### config.mk
export PLATFORM = sky130hd
export DESIGN_NAME = dma_rd_burst_ctrl_flat
export DESIGN_NICKNAME = d
export VERILOG_FILES = /design/src/rtl/dma_rd_pkg.sv /design/src/rtl/dma_rd_burst_ctrl_if.sv /design/src/rtl/dma_rd_burst_ctrl.sv /design/src/flat_wrapper.sv
export SDC_FILE = /design/constraint.sdc
export NUM_CORES = 1
export LEC_CHECK = 0
export ABC_AREA = 1
export CORE_ASPECT_RATIO = 1.2
export CORE_UTILIZATION = 50
export DETAILED_ROUTE_END_ITERATION = 8
export PLACE_DENSITY_LB_ADDON = 0.2
export SETUP_SLACK_MARGIN = 0.15
export SYNTH_ARGS = -nofsm -noshare
export SYNTH_HDL_FRONTEND = slang
export SYNTH_SLANG_ARGS = --single-unit
### constraint.sdc
create_clock -name clk -period 2.99 [get_ports clk]
set_input_delay 0.4485 -clock clk [delete_from_list [all_inputs] [get_ports clk]]
set_output_delay 0.4485 -clock clk [all_outputs]
set_load 0.01 [all_outputs]
### src/rtl/dma_rd_pkg.sv
// -----------------------------------------------------------------------------
// dma_rd_pkg
// Shared definitions for the read-side DMA burst controller:
//   - state_e        : controller FSM states
//   - DEF_MAX_BURST  : default maximum words per burst
//   - bytes_per_beat : byte stride of one data beat for a given data width
// -----------------------------------------------------------------------------
package dma_rd_pkg;

    typedef enum logic [1:0] {
        ST_IDLE  = 2'd0,
        ST_ISSUE = 2'd1,
        ST_WAIT  = 2'd2,
        ST_FIN   = 2'd3
    } state_e;

    localparam int DEF_MAX_BURST = 16;

    function automatic int bytes_per_beat(input int data_w);
        return data_w / 8;
    endfunction

endpackage

### src/rtl/dma_rd_burst_ctrl_if.sv
// -----------------------------------------------------------------------------
// dma_rd_burst_ctrl_if
// Bundles the request, DMA read command/data and buffer write signals of the
// burst controller.
//   master : the burst controller (drives status, DMA command, buffer write)
//   slave  : the environment (drives request and DMA return data)
// Signals:
//   start, base_addr, total_words    transfer request
//   busy, done, err                  transfer status
//   rd_start_dma, rd_start_addr,
//   rd_num_trans                     DMA burst command
//   rd_done, rd_data, rd_data_vld    DMA return beats
//   buf_we, buf_waddr, buf_wdata     on-chip buffer write port
// -----------------------------------------------------------------------------
interface dma_rd_burst_ctrl_if #(
    parameter int ADDR_W = 32,
    parameter int DATA_W = 32,
    parameter int LEN_W  = 16,
    parameter int BUF_AW = 10
);
    logic              start;
    logic [ADDR_W-1:0] base_addr;
    logic [LEN_W-1:0]  total_words;
    logic              busy;
    logic              done;
    logic              err;
    logic              rd_start_dma;
    logic [ADDR_W-1:0] rd_start_addr;
    logic [7:0]        rd_num_trans;
    logic              rd_done;
    logic [DATA_W-1:0] rd_data;
    logic              rd_data_vld;
    logic              buf_we;
    logic [BUF_AW-1:0] buf_waddr;
    logic [DATA_W-1:0] buf_wdata;

    modport master (
        input  start, base_addr, total_words,
        input  rd_done, rd_data, rd_data_vld,
        output busy, done, err,
        output rd_start_dma, rd_start_addr, rd_num_trans,
        output buf_we, buf_waddr, buf_wdata
    );

    modport slave (
        output start, base_addr, total_words,
        output rd_done, rd_data, rd_data_vld,
        input  busy, done, err,
        input  rd_start_dma, rd_start_addr, rd_num_trans,
        input  buf_we, buf_waddr, buf_wdata
    );

endinterface

### src/rtl/dma_rd_burst_ctrl.sv
// -----------------------------------------------------------------------------
// dma_rd_burst_ctrl
// Splits one (base byte address, word count) read request into DMA bursts of
// at most MAX_BURST words, issues them one at a time and writes the returned
// beats sequentially into an on-chip buffer.
// Ports:
//   clk  : clock, rising edge
//   rst  : synchronous active-high reset
//   bus  : dma_rd_burst_ctrl_if.master (request, status, DMA command/data,
//          buffer write)
// Optional feature (macro DMA_RD_BEAT_CHK_EN): per-burst beat counter that
// sets the sticky err flag on a beat-count mismatch; without it err is 0.
// -----------------------------------------------------------------------------
module dma_rd_burst_ctrl
    import dma_rd_pkg::*;
#(
    parameter int ADDR_W    = 32,
    parameter int DATA_W    = 32,
    parameter int LEN_W     = 16,
    parameter int MAX_BURST = DEF_MAX_BURST,
    parameter int BUF_AW    = 10
) (
    input  logic                clk,
    input  logic                rst,
    dma_rd_burst_ctrl_if.master bus
);

    localparam int               BPB     = bytes_per_beat(DATA_W);
    localparam logic [LEN_W-1:0] MAX_LEN = LEN_W'(MAX_BURST);
    localparam logic [7:0]       MAX_B8  = 8'(MAX_BURST);

    // min(words, MAX_BURST); fits 8 bits because MAX_BURST <= 255
    function automatic logic [7:0] burst_len(input logic [LEN_W-1:0] words);
        if (words < MAX_LEN) begin
            return words[7:0];
        end else begin
            return MAX_B8;
        end
    endfunction

    state_e            state_q, state_d;
    logic [ADDR_W-1:0] addr_q, addr_d;
    logic [LEN_W-1:0]  remain_q, remain_d;
    logic              busy_q, busy_d;
    logic              done_q, done_d;
    logic              cmd_q, cmd_d;
    logic [ADDR_W-1:0] cmd_addr_q, cmd_addr_d;
    logic [7:0]        cmd_len_q, cmd_len_d;
    logic              we_q, we_d;
    logic [BUF_AW-1:0] waddr_q, waddr_d;
    logic [DATA_W-1:0] wdata_q, wdata_d;
    logic [BUF_AW-1:0] wptr_q, wptr_d;

    // State and output registers with synchronous reset
    always_ff @(posedge clk) begin
        if (rst) begin
            state_q    <= ST_IDLE;
            addr_q     <= '0;
            remain_q   <= '0;
            busy_q     <= 1'b0;
            done_q     <= 1'b0;
            cmd_q      <= 1'b0;
            cmd_addr_q <= '0;
            cmd_len_q  <= 8'd0;
            we_q       <= 1'b0;
            waddr_q    <= '0;
            wdata_q    <= '0;
            wptr_q     <= '0;
        end else begin
            state_q    <= state_d;
            addr_q     <= addr_d;
            remain_q   <= remain_d;
            busy_q     <= busy_d;
            done_q     <= done_d;
            cmd_q      <= cmd_d;
            cmd_addr_q <= cmd_addr_d;
            cmd_len_q  <= cmd_len_d;
            we_q       <= we_d;
            waddr_q    <= waddr_d;
            wdata_q    <= wdata_d;
            wptr_q     <= wptr_d;
        end
    end

    // Next-state and next-output logic of the burst FSM
    always_comb begin
        state_d    = state_q;
        addr_d     = addr_q;
        remain_d   = remain_q;
        done_d     = 1'b0;
        cmd_d      = 1'b0;
        cmd_addr_d = cmd_addr_q;
        cmd_len_d  = cmd_len_q;
        we_d       = 1'b0;
        waddr_d    = waddr_q;
        wdata_d    = wdata_q;
        wptr_d     = wptr_q;
        case (state_q)
            ST_IDLE: begin
                if (bus.start && (bus.total_words != '0)) begin
                    // The first burst is commanded straight from the request
                    // so rd_start_dma follows start by one cycle; ISSUE is
                    // only traversed between bursts.
                    addr_d     = bus.base_addr;
                    remain_d   = bus.total_words;
                    cmd_d      = 1'b1;
                    cmd_addr_d = bus.base_addr;
                    cmd_len_d  = burst_len(bus.total_words);
                    waddr_d    = '0;
                    wptr_d     = '0;
                    state_d    = ST_WAIT;
                end else if (bus.start) begin
                    done_d  = 1'b1;
                    state_d = ST_IDLE;
                end else begin
                    state_d = ST_IDLE;
                end
            end
            ST_ISSUE: begin
                cmd_d      = 1'b1;
                cmd_addr_d = addr_q;
                cmd_len_d  = burst_len(remain_q);
                state_d    = ST_WAIT;
            end
            ST_WAIT: begin
                if (bus.rd_data_vld) begin
                    we_d    = 1'b1;
                    waddr_d = wptr_q;
                    wdata_d = bus.rd_data;
                    wptr_d  = wptr_q + {{(BUF_AW-1){1'b0}}, 1'b1};
                end else begin
                    we_d = 1'b0;
                end
                if (bus.rd_done) begin
                    // burst length never exceeds remain_q, so no underflow
                    remain_d = remain_q - LEN_W'(cmd_len_q);
                    addr_d   = addr_q + (ADDR_W'(cmd_len_q) * ADDR_W'(BPB));
                    state_d  = (remain_d != '0) ? ST_ISSUE : ST_FIN;
                end else begin
                    state_d = ST_WAIT;
                end
            end
            ST_FIN: begin
                done_d  = 1'b1;
                state_d = ST_IDLE;
            end
            default: begin
                state_d = ST_IDLE;
            end
        endcase
    end

    // busy is registered from the next state so it rises with the first command
    assign busy_d = (state_d != ST_IDLE);

`ifdef DMA_RD_BEAT_CHK_EN
    logic [8:0] beat_cnt_q, beat_cnt_d;
    logic [8:0] beats_s;
    logic       err_q, err_d;

    // Beat counter register and sticky error flag
    always_ff @(posedge clk) begin
        if (rst) begin
            beat_cnt_q <= 9'd0;
            err_q      <= 1'b0;
        end else begin
            beat_cnt_q <= beat_cnt_d;
            err_q      <= err_d;
        end
    end

    // Count beats of the current burst and compare against its length
    always_comb begin
        beat_cnt_d = beat_cnt_q;
        err_d      = err_q;
        beats_s    = beat_cnt_q + {8'd0, bus.rd_data_vld};
        if ((state_q == ST_IDLE) && bus.start) begin
            beat_cnt_d = 9'd0;
            err_d      = 1'b0;
        end else if (state_q == ST_WAIT) begin
            // a beat beyond the burst length, or a final count (including the
            // beat coincident with rd_done) that differs from the length
            err_d = err_q
                  | (bus.rd_data_vld & (beat_cnt_q >= {1'b0, cmd_len_q}))
                  | (bus.rd_done & (beats_s != {1'b0, cmd_len_q}));
            if (bus.rd_done) begin
                beat_cnt_d = 9'd0;
            end else begin
                beat_cnt_d = beats_s;
            end
        end else begin
            beat_cnt_d = 9'd0;
        end
    end

    assign bus.err = err_q;
`else
    assign bus.err = 1'b0;
`endif

    assign bus.busy          = busy_q;
    assign bus.done          = done_q;
    assign bus.rd_start_dma  = cmd_q;
    assign bus.rd_start_addr = cmd_addr_q;
    assign bus.rd_num_trans  = cmd_len_q;
    assign bus.buf_we        = we_q;
    assign bus.buf_waddr     = waddr_q;
    assign bus.buf_wdata     = wdata_q;

endmodule
### src/flat_wrapper.sv
// flat-port wrapper written by rule: the top's interface ports become plain ports
module dma_rd_burst_ctrl_flat import dma_rd_pkg::*;
#(
    parameter int ADDR_W    = 32,
    parameter int DATA_W    = 32,
    parameter int LEN_W     = 16,
    parameter int MAX_BURST = DEF_MAX_BURST,
    parameter int BUF_AW    = 10
)
  (clk, rst, bus_start, bus_base_addr, bus_total_words, bus_rd_done, bus_rd_data, bus_rd_data_vld, bus_busy, bus_done, bus_err, bus_rd_start_dma, bus_rd_start_addr, bus_rd_num_trans, bus_buf_we, bus_buf_waddr, bus_buf_wdata);
  dma_rd_burst_ctrl_if #(.ADDR_W(ADDR_W), .DATA_W(DATA_W), .LEN_W(LEN_W), .BUF_AW(BUF_AW)) bus_i ();
  input  logic clk;
  input  logic rst;
  input wire logic [$bits(bus_i.start)-1:0] bus_start;
  input wire logic [$bits(bus_i.base_addr)-1:0] bus_base_addr;
  input wire logic [$bits(bus_i.total_words)-1:0] bus_total_words;
  input wire logic [$bits(bus_i.rd_done)-1:0] bus_rd_done;
  input wire logic [$bits(bus_i.rd_data)-1:0] bus_rd_data;
  input wire logic [$bits(bus_i.rd_data_vld)-1:0] bus_rd_data_vld;
  output wire logic [$bits(bus_i.busy)-1:0] bus_busy;
  output wire logic [$bits(bus_i.done)-1:0] bus_done;
  output wire logic [$bits(bus_i.err)-1:0] bus_err;
  output wire logic [$bits(bus_i.rd_start_dma)-1:0] bus_rd_start_dma;
  output wire logic [$bits(bus_i.rd_start_addr)-1:0] bus_rd_start_addr;
  output wire logic [$bits(bus_i.rd_num_trans)-1:0] bus_rd_num_trans;
  output wire logic [$bits(bus_i.buf_we)-1:0] bus_buf_we;
  output wire logic [$bits(bus_i.buf_waddr)-1:0] bus_buf_waddr;
  output wire logic [$bits(bus_i.buf_wdata)-1:0] bus_buf_wdata;
  assign bus_i.start = bus_start;
  assign bus_i.base_addr = bus_base_addr;
  assign bus_i.total_words = bus_total_words;
  assign bus_i.rd_done = bus_rd_done;
  assign bus_i.rd_data = bus_rd_data;
  assign bus_i.rd_data_vld = bus_rd_data_vld;
  assign bus_busy = bus_i.busy;
  assign bus_done = bus_i.done;
  assign bus_err = bus_i.err;
  assign bus_rd_start_dma = bus_i.rd_start_dma;
  assign bus_rd_start_addr = bus_i.rd_start_addr;
  assign bus_rd_num_trans = bus_i.rd_num_trans;
  assign bus_buf_we = bus_i.buf_we;
  assign bus_buf_waddr = bus_i.buf_waddr;
  assign bus_buf_wdata = bus_i.buf_wdata;
  dma_rd_burst_ctrl #(.ADDR_W(ADDR_W), .DATA_W(DATA_W), .LEN_W(LEN_W), .MAX_BURST(MAX_BURST), .BUF_AW(BUF_AW)) u_core (.clk(clk), .rst(rst), .bus(bus_i));
endmodule
# Word-level counts from Yosys, hierarchy flattened
# Index checks and enable logic that the tools add are counted.
# word_totals
wordCells	62
reg_bits	146
output_inout_bits	87
input_bits	85
# classes
n_addsub	3
n_eq_ne	6
n_mux	26
n_lt_le_gt_ge	2
bitwise	1
reduce_logical	12
# op_table
op	count
$pmux 32 s2	2
$mux 32	2
$pmux 10 s2	2
$add 32x10->32	1
$lt 16x5->1 const B	2
$mux 16	2
$pmux 16 s2	1
$reduce_bool 16->1	2
$mux 10	3
$mux 8	3
$pmux 8 s2	1
$sub 16x8->16	1
$add 10x1->10 const B	1
$pmux 2 s4	1
$mux 2	3
$reduce_and 3->1	2
$reduce_bool 2->1	3
$eq 2x2->1 const B	2
$mux 1	4
$ne 2x2->1 const B	2
$pmux 1 s2	2
$reduce_and 2->1	2
$eq 2x1->1 const B	1
$logic_not 2->1	1
4 further kinds	4

# Longest topological paths before layout
# depth
ltp_word	6
depth_mapped	18
ltp_nobuf	18

# Least setup slack after synthesis
# No wires, ideal clock.
# synth_path
path_kind	register -> register
startpoint	register u_core.cmd_len_q[0], in the netlist u_core.bus.rd_num_trans[0]
endpoint	register u_core.addr_q[22]
t_required_ns	2.844
period_less_slack_ns	2.241
setup_time_ns	0.146
path_stages_with_launch	14
arrival_ns	2.096
path_buffers	0
slack_ns	0.749
cell_sequence	dfxtp_1 ha_1 inv_1 fa_1 inv_1 nand3_1 nand2_1 inv_1 o21ai_2 nand2_1 nor2_2 a21oi_1 o21ai_0 a21oi_1
# synth_between
elab_chain_len	3
# synth_lines
element	line	text
start: declaration	dma_rd_burst_ctrl.sv:48	logic [7:0] cmd_len_q, cmd_len_d;
start signal: assignment	dma_rd_burst_ctrl.sv:77	cmd_len_q <= cmd_len_d;
$add 32x10->32	dma_rd_burst_ctrl.sv:137	addr_d = addr_q + (ADDR_W'(cmd_len_q) * ADDR_W'(BPB));
$mux 32	dma_rd_burst_ctrl.sv:134	if (bus.rd_done) begin
$pmux 32 s2	dma_rd_burst_ctrl.sv:98	case (state_q)
end signal: assignment	dma_rd_burst_ctrl.sv:71	addr_q <= addr_d;
end: declaration	dma_rd_burst_ctrl.sv:42	logic [ADDR_W-1:0] addr_q, addr_d;
# No other way between the ends. The select of a mux whose other input is x is not followed.
# A chain may end at the register's enable or synchronous reset.

# Worst setup path in the final report
# layout_path
startpoint	input port bus_total_words[1]
endpoint	register u_core.remain_q[12]
# layout_between
elab_chain_len	4
# layout_lines
element	line	text
start: declaration	flat_wrapper.sv:16	input wire logic [$bits(bus_i.total_words)-1:0] bus_total_words;
$reduce_bool 16->1	dma_rd_burst_ctrl.sv:100	if (bus.start && (bus.total_words != '0)) begin
$logic_and 1x1->1	dma_rd_burst_ctrl.sv:100	
$ne 2x1->1 (no source line)	-	
$reduce_and 3->1 (no source line)	-	
end signal: assignment	dma_rd_burst_ctrl.sv:72	remain_q <= remain_d;
end: declaration	dma_rd_burst_ctrl.sv:43	logic [LEN_W-1:0] remain_q, remain_d;
# No other way between the ends.

==> results.py <==
metrics = {
    "run_status": {
        "status": "complete, no violations",
    },
    "global_routing": {
        "grt_usage_pct": 28.98,
        "use_met2_pct": 51.86,
        "antenna_found_initial": 0,
        "grt.overflow.total": 0,
        "grt_busiest_layer": "met2",
        "grt_pass1_vias": 7926,
        "met1_usage_pct": 34.36,
        "grt_pass1_wl_um": 38810,
        "grt_max_degree": 70,
        "met3_usage_pct": 4.904,
    },
    "synth": {
        "synth_edf_count": 0,
        "synth_top_area_share_pct": 36.02,
        "ys_seq_area_share_pct": 36.02,
        "async_flop_share_pct": 0,
        "syn_inst": 1228,
        "synth_common_cells": "294 x nand2_1, 181 x nor2_1, 146 x dfxtp_1",
        "synth_top_cell_by_area": "dfxtp_1",
        "synthTopCellsByArea": "dfxtp_1 36%, nand2_1 14%, nor2_1 8.4%",
        "synth_seq_cells": 146,
        "ys.warnings.count": 0,
        "post-synth-top-count-cell": "nand2_1",
        "syn_area_sq_mm": 0.008115,
        "avgSynthCellArea_sq_um": 6.609,
        "ys_types": 43,
        "ys.flop_type": "dfxtp_1",
        "syn_nets": 1336,
    },
    "pwr": {
        "seq_power_share_pct": 38.2,
        "p_per_area_mw_per_mm2": 566.5,
        "power_frac_comb_pct": 25.5,
        "clockPowerShare_pct": 36.4,
        "switching_share_pct": 31.88,
        "p_leak_uw": 0.004192,
        "max-vdd-ir-drop_uv": 421.8,
        "p_int_uw": 4055,
        "total_power_uw": 5952,
        "switchingPower_uw": 1897,
    },
    "worst_setup_path": {
        "crit_chain": "clkdlybuf4s50_1, nor3_1, nand3_2, nand2_2, o21ai_2, nand2_4, clkinv_2, o211ai_1, inv_1",
        "crit_type": "in -> reg",
        "crit_slowest_cell": "clkdlybuf4s50_1",
        "startpoint_type": "input pin",
        "reg2reg_to": "u_core.addr_q[24]",
        "slowest_delay_ns": 0.44,
        "crit_fanout": 26,
        "cp.required_ns": 3.30,
        "reg2reg_depth": 13,
        "cp.arrival_ns": 2.96,
        "reg2reg_setup_slack_ns": 0.36,
        "critPathCaptureType": "flip-flop",
        "worstReg2RegStart": "u_core.bus.rd_num_trans[0]",
    },
    "sta": {
        "min_period_ns": 2.646,
        "post-route-period-util_pct": 88.50,
        "relSlewSlack_pct": 38.90,
        "layout_setup_ws_ns": 0.3438,
        "finalHoldViolations": 0,
        "fin_skew_ns": 0.009482,
        "setup_violations": 0,
        "clock.fmax_ghz": 0.3779,
        "tns_ns": 0,
        "tightestPinTransition_ns": 0.9131,
        "rsz0062_at_grt": "true",
        "finalMaxSlewViolations": 0,
    },
    "drt": {
        "routedWlPerCell_um": 15.16,
        "drtIter0Drc": 539,
        "num_vias": 8592,
        "drc": 0,
        "drtPass1Iterations": 5,
        "drt-total-wl_um": 24080,
        "via_per_inst": 5.411,
        "ant_nets": 0,
    },
    "floorplanning": {
        "die_y_um": 141.6,
        "core_area_sq_mm": 0.01577,
        "dieArea_sq_mm": 0.01675,
        "initial_core_util_pct": 51.48,
        "ioPinCount": 172,
        "rows": 50,
        "dieWidth_um": 118.3,
    },
    "placed_design": {
        "dp_hpwl_um": 17060,
        "place_congestion": 0.9795,
        "io_buffer_count": 170,
        "pre_cts_ws_ns": 0.02557,
    },
    "finish": {
        "nets": 1476,
        "diodes": 0,
        "multi_input_area_sq_mm": 0.004538,
        "syn_to_final_growth_pct": 29.48,
        "final_util_pct": 66.65,
        "ff_latch_area_sq_mm": 0.002923,
        "drive_above_1_share_pct": 7.101,
        "fillerInstances": 1456,
    },
    "clock_network": {
        "postCtsHoldBufs": 0,
        "clockRootBuffer": "clkbuf_16",
        "clk_pin_slew_worst_paths_ns": 0.06,
        "clk_latency_ns": 0.42,
        "cts_buffers": 17,
        "cts_tree": "built",
        "cts.sinks": 146,
        "h-tree-depth": 4,
        "cts_buffer_depth": 2,
    },
    "worst_hold_path": {
        "hold_depth": 2,
        "holdPathEnd": "u_core.addr_q[1]",
        "hold_path.class": "reg -> reg",
        "hp-start": "u_core.addr_q[1]",
    },
    "job": {
        "maxCapViolCount": 0,
    },
}
==> flip-flops by register name, indices dropped and copies added, names as in the netlist <==
signal                    count
u_core.bus.busy               1
u_core.bus.buf_we             1
u_core.bus.buf_waddr         10
u_core.addr_q                32
u_core.bus.rd_num_trans       8
u_core.remain_q              16
u_core.state_q                2
u_core.bus.rd_start_dma       1
u_core.bus.buf_wdata         32
u_core.bus.done               1
u_core.wptr_q                10
u_core.bus.rd_start_addr     32
==> critical path: cells and delay by family <==
kind,cells,cell delay (ns)
AOI/OAI and AO/OA,2,0.51
and+or+nand+nor,4,1.05
buffers and inverters,3,0.94
==> cells in the final DEF (no fill, tap or decap), types with 4 or more instances in the layout <==
cell type / n
inv_1: 92
a21oi_2: 22
a21oi_1: 61
nand4_1: 15
a21o_1: 5
nand3_1: 82
nor4_1: 4
nand3b_1: 7
o21ai_0: 115
nor2_1: 181
nor3_1: 20
o21ai_1: 9
o211ai_1: 5
ha_1: 20
nand2_2: 17
buf_4: 11
a31oi_1: 35
clkinvlp_4: 4
clkbuf_16: 17
dfxtp_1: 146
nand2_1: 294
clkdlybuf4s50_1: 169
xor2_1: 5
==> through the flow <==
step	std cells	hold WS [ns]	instance area [sq um]
3_3_place_gp	1557	0.4347	9917
2_1_floorplan	1228	0.4239	8115
5_1_grt	1588	0.4868	10510
4_1_cts	1588	0.4539	10510
3_5_place_dp	1557	0.4452	9917
6_report	1588	0.4503	10510
==> cells by family after synthesis <==
family	share of synthesized area, %
AOI/OAI and AO/OA	18.49
adders and majority gates	3.731
other	0.04621
and+or+nand+nor	32.62
buffers and inverters	8.233
DFF	36.02
xor gates and xnor gates	0.8634
==> worst max-delay path by stage <==
stage	start	endpoint	slack [ns]	cells past startpoint
6_report	bus_total_words[1]	u_core.remain_q[12]	0.34	9
2_1_floorplan	u_core.bus.rd_num_trans[0]	u_core.addr_q[22]	0.75	13
5_1_grt	bus_total_words[7]	u_core.addr_q[17]	0.13	12
4_1_cts	u_core.bus.rd_num_trans[0]	u_core.addr_q[24]	0.40	13
3_5_place_dp	bus_total_words[7]	u_core.remain_q[10]	0.03	12
3_3_place_gp	bus_total_words[4]	u_core.remain_q[10]	0.08	12
==> cell type report <==
type / instances / share of cell area (%)
clock buffers: 19 / 4.120
clock inverters: 12 / 1.488
flip-flops and latches: 146 / 27.82
multi-input cells: 924 / 43.19
repair buffers: 184 / 17.50
inverters: 95 / 3.406
well taps: 208 / 2.477
==> routing by layer <==
layer	part of all wire, %	routed length, um	vias to the layer above
li1	-	-	4316
met1	42	10170	3987
met2	50	12120	245
met3	4.3	1045	44
met4	3.1	747	0
met5	0	0	-
==> repair_timing <==
item,in CTS,in global routing
gates resized for setup,0,1
endpoints found under the hold margin,0,0
endpoints found under the setup margin,0,1
buffers inserted,0,0
==> power by group through the flow <==
stage | logic [uW] | registers, uW | clock network (uW)
2_1_floorplan | 959 | 2310 | 0
3_3_place_gp | 1480 | 2310 | 0
3_5_place_dp | 1500 | 2310 | 0
4_1_cts | 1510 | 2270 | 2190
5_1_grt | 1700 | 2290 | 2280
6_report | 1520 | 2270 | 2160
No activity file was read; power rests on OpenSTA's default activity.
